File: src/rtl/id_ex_stage.sv
// id_ex_stage: decode-to-execute pipeline register with a 2-entry skid buffer.
// Holds the decoded instruction bundle and hands it to execute over valid/ready.
// in_ready is registered, so there is no combinational path from out_ready to in_ready.
// The stall counter tracks cycles where execute is holding off a presented bundle.
module id_ex_stage #(
   parameter int DATA_W = 32,
   parameter int CNT_W  = 16
) (
   input  logic              clk,
   input  logic              rst_n,
   input  logic              flush,
   input  logic              in_valid,
   output logic              in_ready,
   input  logic [5:0]        in_op,
   input  logic [3:0]        in_alu_op,
   input  logic [5:0]        in_funct,
   input  logic [4:0]        in_shamt,
   input  logic [4:0]        in_rd,
   input  logic [DATA_W-1:0] in_rs_val,
   input  logic [DATA_W-1:0] in_rt_val,
   input  logic [DATA_W-1:0] in_imm,
   input  logic [DATA_W-1:0] in_pc,
   output logic              out_valid,
   input  logic              out_ready,
   output logic [5:0]        out_op,
   output logic [3:0]        out_alu_op,
   output logic [5:0]        out_funct,
   output logic [4:0]        out_shamt,
   output logic [4:0]        out_rd,
   output logic [DATA_W-1:0] out_rs_val,
   output logic [DATA_W-1:0] out_rt_val,
   output logic [DATA_W-1:0] out_imm,
   output logic [DATA_W-1:0] out_pc,
   output logic [CNT_W-1:0]  stall_cnt
);

   // Whole bundle is carried as one flat vector: 6+4+6+5+5 control bits plus four data words.
   localparam int PW = 26 + 4 * DATA_W;

   // Encoding is {skid_v, main_v}, so the valid bits fall straight out of the state.
   typedef enum logic [1:0] {
      EMPTY = 2'b00,
      FULL  = 2'b01,
      SKID  = 2'b11
   } stateT;

   stateT                r_state;
   stateT                w_nextState;
   logic                 r_inReady;
   logic [PW-1:0]        r_main;
   logic [PW-1:0]        r_skid;
   logic [CNT_W-1:0]     r_stallCnt;
   logic [PW-1:0]        w_inBundle;
   logic                 w_mainV;
   logic                 w_inFire;
   logic                 w_outFire;
   logic                 w_loadMainIn;
   logic                 w_loadMainSkid;
   logic                 w_loadSkid;

   assign w_inBundle = {in_op, in_alu_op, in_funct, in_shamt, in_rd,
                        in_rs_val, in_rt_val, in_imm, in_pc};
   assign w_mainV    = r_state[0];
   assign w_inFire   = in_valid & r_inReady;
   assign w_outFire  = w_mainV & out_ready;

   assign in_ready   = r_inReady;
   assign out_valid  = w_mainV;
   assign stall_cnt  = r_stallCnt;
   assign {out_op, out_alu_op, out_funct, out_shamt, out_rd,
           out_rs_val, out_rt_val, out_imm, out_pc} = r_main;

   // State register plus the registered in_ready, which looks ahead at the next state.
   always_ff @(posedge clk or negedge rst_n) begin
      if (!rst_n) begin
         r_state   <= EMPTY;
         r_inReady <= 1'b1;
      end else begin
         r_state   <= w_nextState;
         r_inReady <= (w_nextState != SKID);
      end
   end

   // Next-state and payload-enable decode; flush wins and suppresses every load.
   always_comb begin
      w_nextState    = r_state;
      w_loadMainIn   = 1'b0;
      w_loadMainSkid = 1'b0;
      w_loadSkid     = 1'b0;
      if (flush) begin
         w_nextState = EMPTY;
      end else begin
         case (r_state)
            EMPTY: begin
               if (w_inFire) begin
                  w_nextState  = FULL;
                  w_loadMainIn = 1'b1;
               end
            end
            FULL: begin
               if (w_inFire && w_outFire) begin
                  w_loadMainIn = 1'b1;
               end else if (w_inFire) begin
                  w_nextState = SKID;
                  w_loadSkid  = 1'b1;
               end else if (w_outFire) begin
                  w_nextState = EMPTY;
               end
            end
            SKID: begin
               if (w_outFire) begin
                  w_nextState    = FULL;
                  w_loadMainSkid = 1'b1;
               end
            end
            default: begin
               w_nextState = EMPTY;
            end
         endcase
      end
   end

   // Payload registers move only on their enables so out_* stays put while stalled.
   always_ff @(posedge clk or negedge rst_n) begin
      if (!rst_n) begin
         r_main <= '0;
         r_skid <= '0;
      end else begin
         if (w_loadMainIn) begin
            r_main <= w_inBundle;
         end else if (w_loadMainSkid) begin
            r_main <= r_skid;
         end
         if (w_loadSkid) begin
            r_skid <= w_inBundle;
         end
      end
   end

   // Saturating count of cycles where a bundle is offered but execute holds it off.
   always_ff @(posedge clk or negedge rst_n) begin
      if (!rst_n) begin
         r_stallCnt <= '0;
      end else if (w_mainV && !out_ready && (r_stallCnt != {CNT_W{1'b1}})) begin
         r_stallCnt <= r_stallCnt + {{(CNT_W-1){1'b0}}, 1'b1};
      end
   end

endmodule
File: config.mk
export PLATFORM = sky130hd
export DESIGN_NAME = id_ex_stage
export DESIGN_NICKNAME = d
export VERILOG_FILES = /design/src/rtl/id_ex_stage.sv
export SDC_FILE = /design/constraint.sdc
export NUM_CORES = 1
export LEC_CHECK = 0
export CORE_UTILIZATION = 53
export DETAILED_ROUTE_END_ITERATION = 12
export HOLD_SLACK_MARGIN = 0.03
export PLACE_DENSITY = 0.91
export SETUP_SLACK_MARGIN = 0.05
export SYNTH_ARGS = -nofsm -noshare
export SYNTH_HDL_FRONTEND = slang
export SYNTH_SLANG_ARGS = --single-unit
File: constraint.sdc
create_clock -name clk -period 2.88 [get_ports clk]
set_input_delay 0.72 -clock clk [delete_from_list [all_inputs] [get_ports clk]]
set_output_delay 0.72 -clock clk [all_outputs]
set_load 0.05 [all_outputs]
======== Word level (Yosys, flattened, before mapping) ========
Cells that the tools add are included.
word-level totals
  register bits ........................... 327
  bits in latches ......................... 0
  bits in writable memories ............... 0
  memory bits (read-only) ................. 0
  input bits .............................. 159
  output and inout bits ................... 172
  word-level logic and storage cells ...... 37
  memories kept ........................... 0
cells by class
  add/sub/neg operators ................... 1
  $mul .................................... 0
  divide/modulo/power cells ............... 0
  order comparisons ....................... 0
  equal/unequal tests ..................... 4
  shift-type cells ........................ 0
  multiplexer cells ....................... 19
  bitwise logic cells ..................... 2
  reduce and logical (&&, ||, !) cells .... 6
operators by type and width
  operator               count
  $mux 154               2
  $add 16x1->16 const B  1
  $ne 16x16->1 const B   1
  $mux 2                 6
  $mux 1                 9
  $pmux 2 s3             1
  $logic_and 1x1->1      3
  $and 1x1->1            2
  $eq 2x1->1 const B     1
  $eq 2x2->1 const B     1
  $logic_not 2->1        1
  $ne 2x2->1 const B     1
  $pmux 1 s2             1
  $reduce_bool 2->1      1
  $logic_not 1->1        1

======== Depth between registers and ports, before layout ========
Gate-level depths: netlist (run 1).
  depth in word-level cells ............... 7
  mapped depth ............................ 7

======== Worst setup path before layout (run 1) ========
Ideal clock, no wire load.
  path type ............................... reg-to-reg
  start point ............................. register r_inReady, in the netlist in_ready
  end point ............................... register r_skid[100]
  library setup time ...................... 0.125 ns
  arrival time ............................ 2.027 ns
  data required time ...................... 2.755 ns
  setup slack ............................. 0.727 ns
  stages on the path, launching flop included .. 7
  cells stage by stage .................... dfstp_2 -> nand2_1 -> or4_1 -> buf_2 -> buf_8 -> buf_12 -> mux2_4
between the ends
  longest elaborated chain between the ends .. 5
ends and longest elaborated chain
  what                                                RTL line  text
  start, declared                                     49        logic r_inReady;
  start signal, assigned                              80        r_inReady <= (w_nextState != SKID);
  $and 1x1->1 (*)                                     64        assign w_inFire = in_valid & r_inReady;
  $mux 1 / $logic_and 1x1->1 (equally long branches)  103, 101
  $mux 1 (*)                                          101       if (w_inFire && w_outFire) begin
  $mux 1 (*)                                          93        case (r_state)
  $mux 1 (*)                                          90        if (flush) begin
  end signal, assigned                                135       r_skid <= w_inBundle;
  end, declared                                       51        logic [PW-1:0] r_skid;
Mark *: on every way between the ends. The rest lies on a longest branch, timed or not.
A chain may end at the register's enable or synchronous reset.

======== Final worst setup path (run 1) ========
  start point ............................. register r_inReady, in the netlist in_ready
  end point ............................... output in_ready
RTL lines
  what           RTL line  text
  end, declared  13        output logic in_ready,
No word-level cell between the ends.

==> metrics.yaml, run 1 <==
yosys:
  synth-edff-count: 0
  syn-num-nets: 1086
  syn_inst: 926
  netlist_top_cells_area: "dfrtp_1, a22o_1, a21o_1"
  syn_area_per_cell_um2: 14.6
  ys.warnings.count: 0
  synth_top_area_cell: "dfrtp_1"
  yosysUniqueCellTypes: 37
  mappedNetlistArea_mm2: 0.0135
  yosysTopAreaCellShare_pct: 60.5
  synth-main-ff-cell: "dfrtp_1"
  ys_seq_area_share_pct: 60.7
  synth_seq_cells: 327
  async_flop_share_pct: 100
clock_network:
  clkSinkCount: 327
  cts_root_buf: "clkbuf_16"
  clkLatencyLatePin_ps: 500
  cts_buffers: 35
  holdBufCountCts: 0
  htree_levels: 2
  cts_buffer_depth: 3
  post_cts_buffers: 0
  cts_tree: "yes"
  path_clk_slew_ps: 60
  cts_resized: 0
power:
  power_density_mw_per_mm2: 811
  pwr-share-comb_pct: 26.9
  p_leak_nw: 9.09
  power.internal_w: 0.0102
  fin_total_pwr_w: 0.0149
  clkPwrFrac_pct: 31.7
  ir_drop_uv: 584
  p_sw_share_pct: 31.3
  p_sw_w: 0.00467
  pwr-share-seq_pct: 41.5
worst_hold_path:
  hp-class: "input pin to asynchronous set/reset pin"
timing:
  clock.fmax_ghz: 0.390
  holdWs_ps: 203
  setup_viol: 0
  final_hold_viol_count: 0
  rsz0062_at_grt: "no"
  finalMaxSlewViolations: 0
  tightest_slew_ps: 1010
  fin_crit_ps: 2570
  relSlewSlack_pct: 32.5
  fin_worst_skew_ps: 11.1
  finalCritPeriodShare_pct: 89.1
  final.setup.tns_ps: 0
global_routing:
  antenna_found_initial: 0
  gr-total-overflow: 0
  grtUsageTotal_pct: 26.7
  grt_max_degree: 84
  grt_pass1_wl_um: 55200
  first_global_vias: 10201
final_layout:
  syn_to_final_growth_pct: 36.3
  final_net_count: 1407
  final_cells: 1603
  num-fill-cells: 1525
  layout-drive-gt1-share_pct: 18.6
critical_path:
  crit_path_max_incr_delay_ps: 800
  crit_arrival_ps: 1850
  cp-end-kind: "output pin"
  crit_chain: "clkdlybuf4s50_1"
  cp-start-kind: "flip-flop"
  slowest_stage: "clkdlybuf4s50_1"
  worst-path-buf-inv: 1
  crit_family: "buffers and inverters"
  crit_fanout: 3
  crit_type: "flip-flop to output pin"
  required_ps: 2160
drt:
  drc_errors: 0
  num_vias: 9370
  drt_iter0_markers: 624
  ant_nets: 0
  firstDrtPassIters: 5
  wire_per_inst_um: 21.7
  vias_per_cell: 5.85
  wl_um: 34800
floorplanning:
  boundaryPins: 331
  die_area_mm2: 0.0261
  initial_core_util_pct: 53.9
  rows: 58
  core_area_mm2: 0.0250
  fp.dieW_um: 162
  die_y_um: 162
placed_design:
  port_buffers: 330
  gp_congestion: 0.867
  dpl.hpwl_um: 22200
  dp_cells: 1540
run:
  drv_cap: 0
outcome:
  outcome: "completed"
power groups by stage:
stage | combinational (W) | sequential (W) | clock (W)
after global routing | 0.00419 | 0.00628 | 0.00497
after detailed placement | 0.00399 | 0.00622 | 0
after floorplan | 0.00115 | 0.00748 | 0
after CTS | 0.00403 | 0.00617 | 0.00480
final | 0.00401 | 0.00619 | 0.00472
after global placement | 0.00389 | 0.00614 | 0
per-layer routing:
metal	vias to the layer above	share of wire [%]	GRT usage (%)	wire length (um)
li1	4097	-	-	-
met1	4858	39	32.5	13500
met2	342	51	45.7	17700
met3	73	7.7	7.37	2690
met4	0	2.8	9.35	987
met5	-	0	0	0
per-stage QoR:
stage                     area (um^2)  setup WS (ps)  util, %
after CTS                       18400            294     73.4
after floorplan                 13500            727        -
after global placement          17200          -18.4     68.6
after global routing            18400            264     73.4
final                           18400            313     73.4
after detailed placement        17200           -137     68.6
cell usage after synthesis (4+ instances only):
library cell  instances
nand4_1               6
nand2_1               7
buf_12                6
buf_2                21
dfrtp_1             326
xor2_1               12
buf_1                 7
mux2_2               95
clkbuf_1             33
a22o_1              154
mux2_4               60
a21oi_1               4
nor2_1               11
a21o_1              154
registers in the layout, indices dropped and copies added, names as in the netlist:
name and flops:
in_ready 1, r_skid 154, stall_cnt 16, r_state 2, r_main 154
final cells by class:
cell class	count	area, um^2	share of cell area (%)
Timing Repair Buffer	352	3640	19.8
Inverter	1	3.75	0.0204
Tap cell	330	413	2.25
Sequential cell	327	8180	44.5
Clock inverter	8	149	0.810
Multi-Input combinational cell	530	4930	26.8
Clock buffer	54	1070	5.82
Antenna cell	1	2.50	0.0136
path summary, 6_finish.rpt:
| kind | start | endpoint | depth (start not counted) | slack, ps |
|---|---|---|---|---|
| min in group clk | r_main[61]$_DFFE_PN0P_ | r_main[61]$_DFFE_PN0P_ | 1 | 480 |
| min | rst_n | r_skid[100]$_DFFE_PN0P_ | 1 | 200 |
| max | in_ready$_DFF_PN1_ | in_ready | 1 | 310 |
| max in group asynchronous | rst_n | r_skid[96]$_DFFE_PN0P_ | 2 | 1840 |
| min reg2reg | r_main[61]$_DFFE_PN0P_ | r_main[61]$_DFFE_PN0P_ | 1 | 480 |
| max reg2reg | r_state[0]$_DFF_PN0_ | r_main[113]$_DFFE_PN0P_ | 5 | 740 |
worst register-to-register path: cells and delay by family (launching register included):
family	cells	cell delay [ps]
AO/OA/AOI/OAI	1	170
AND/OR/NAND/NOR	3	1130
flip-flops	1	410
buffers and inverters	1	370
logic make-up (layout without fill, tap and decap cells):
logic type / Yosys count / after routing / synth area share, %
flops: 327 / 327 / 60.7
buf+inv: 69 / 415 / 2.92
compound gates: 317 / 317 / 19.0
fa+ha+maj: 1 / 1 / 0.0928
other cells: 0 / 1 / 0
mux: 155 / 155 / 14.6
xor+xnor: 13 / 13 / 0.844
simple gates: 44 / 44 / 1.83
cell usage in the layout, fill, tap and decap left out, types with 3 or more instances in the layout:
master / netlist / layout
buf_12: 6 / 13
and3_1: 3 / 3
a22o_1: 154 / 154
nor2_1: 11 / 11
mux2_2: 95 / 95
bufinv_16: 0 / 4
clkbuf_16: 0 / 37
a21oi_1: 4 / 4
xor2_1: 12 / 12
mux2_4: 60 / 60
clkbuf_8: 0 / 8
buf_4: 0 / 9
clkdlybuf4s50_1: 0 / 329
a21o_1: 154 / 154
nand4_1: 6 / 6
dfrtp_1: 326 / 326
clkbuf_1: 33 / 9
nand2_1: 7 / 7
Power figures use the tool's default switching activity.
==> run 2, diff against run 1 <==
CELL_PAD_IN_SITES_DETAIL_PLACEMENT = 0   (was unset)
CELL_PAD_IN_SITES_GLOBAL_PLACEMENT = 1   (was unset)
CORE_UTILIZATION = 43   (was 53)
==> run 2 against run 1 <==
Against the previous run:
- the flow now finishes with violations (DRC)
- final cell count grew 4.1%
- sequential share of layout area fell by 0.14 points
- cell area increased by 0.32%
- setup slack improved by 9.4 ps
- core utilization fell by 13 points
- first-iteration DRC count is 23% lower
- register-to-register slack better by 90 ps
- sequential cell count stayed put
- global-route usage fell by 6.7 points
==> metrics.yaml, run 2 (synthesized netlist as in run 1, its figures left out) <==
outcome:
  outcome: "finished, violations left"
  violations: "DRC"
global_routing:
  first_global_vias: 9484
  grtUsageTotal_pct: 20.0
  gr-total-overflow: 0
  antenna_found_initial: 0
  grt_max_degree: 86
  grt_pass1_wl_um: 50600
power:
  p_leak_nw: 9.08
  ir_drop_uv: 645
  power_density_mw_per_mm2: 798
clock_network:
  cts_resized: 0
  cts_root_buf: "clkbuf_16"
  cts_tree: "yes"
  path_clk_slew_ps: 60
  clkLatencyLatePin_ps: 500
  post_cts_buffers: 0
  htree_levels: 2
  clkSinkCount: 327
  cts_buffer_depth: 3
  cts_buffers: 36
  holdBufCountCts: 0
final_layout:
  final_net_count: 1407
  n_antenna_cell: 0
  final_cell_mix: "clkdlybuf4s50_1, dfrtp_1, a22o_1, a21o_1, mux2_2"
  final_cells: 1668
  stdcell_area_mm2: 0.0184
  syn_to_final_growth_pct: 36.8
  layout-drive-gt1-share_pct: 18.6
  final_common_cell: "clkdlybuf4s50_1"
  utilization_pct: 60.0
drt:
  drc_errors: 50
  vias_per_cell: 5.44
  wl_um: 32500
  num_vias: 9081
  ant_nets: 0
  drt_iter0_markers: 481
  wire_per_inst_um: 19.5
  firstDrtPassIters: 9
timing:
  fin_worst_skew_ps: 13.0
  clock.fmax_ghz: 0.391
  finalMaxSlewViolations: 0
  setup_viol: 0
  finalCritPeriodShare_pct: 88.8
  relSlewSlack_pct: 47.5
  final_hold_viol_count: 0
  holdWs_ps: 180
  tightest_slew_ps: 786
  final.setup.tns_ps: 0
  fin_crit_ps: 2560
  rsz0062_at_grt: "no"
floorplanning:
  die_y_um: 179
  rows: 64
  initial_core_util_pct: 43.9
  boundaryPins: 331
  core_area_mm2: 0.0307
  fp.dieW_um: 179
  die_area_mm2: 0.0321
placed_design:
  dp_cells: 1605
  dpl.hpwl_um: 20900
  port_buffers: 330
  place_area_mm2: 0.0172
  gp_congestion: 0.804
critical_path:
  slowest_stage: "clkdlybuf4s50_1"
  crit_path_max_incr_delay_ps: 800
  crit_type: "flip-flop to output pin"
  crit_fanout: 3
  crit_family: "buffers and inverters"
  crit_chain: "clkdlybuf4s50_1"
  crit_arrival_ps: 1840
  cp-end-kind: "output pin"
  cp-start-kind: "flip-flop"
  required_ps: 2160
  worst-path-buf-inv: 1
run:
  drv_cap: 0
worst_hold_path:
  hp-class: "input pin to asynchronous set/reset pin"
==> run 2: path summary, 6_finish.rpt <==
check	to	slack, ps	start	cells after the start
worst min-delay path	r_main[116]$_DFFE_PN0P_	180	rst_n	1
max in group asynchronous	r_main[78]$_DFFE_PN0P_	1930	rst_n	2
worst max register to register	r_skid[122]$_DFFE_PN0P_	830	in_ready$_DFF_PN1_	4
worst min register to register	r_main[59]$_DFFE_PN0P_	470	r_main[59]$_DFFE_PN0P_	1
worst max-delay path	in_ready	320	in_ready$_DFF_PN1_	1
min in group clk	r_main[59]$_DFFE_PN0P_	470	r_main[59]$_DFFE_PN0P_	1
==> run 2: where the power goes <==
part | switching [W] | internal (W)
sequential | 0.000570 | 0.00557
clock | 0.00176 | 0.00285
combinational | 0.00222 | 0.00174
total | 0.00455 | 0.0102
==> run 2: final cells by class <==
type | instances | area, um^2
clock buffer | 54 | 1080
clock inverter | 9 | 125
fill | 2403 | 12300
inverter | 1 | 3.75
multi-input combinational | 530 | 4930
sequential | 327 | 8180
tap | 396 | 495
timing repair buffer | 351 | 3630
==> run 2: metrics by stage <==
stage / power [W] / setup slack (ps)
4_1_cts: 0.0149 / 296
6_report: 0.0147 / 323
3_5_place_dp: 0.0102 / 41.9
5_1_grt: 0.0153 / 271
3_3_place_gp: 0.0101 / 114
2_1_floorplan: 0.00864 / 727
==> run 2: metal layers <==
layer | global-route usage (%) | wire (um) | vias up
met5 | 0 | 0 | -
met4 | 6.00 | 740 | 0
met3 | 7.32 | 3230 | 58
met2 | 33.1 | 15500 | 302
met1 | 24.3 | 13000 | 4628
li1 | - | - | 4093
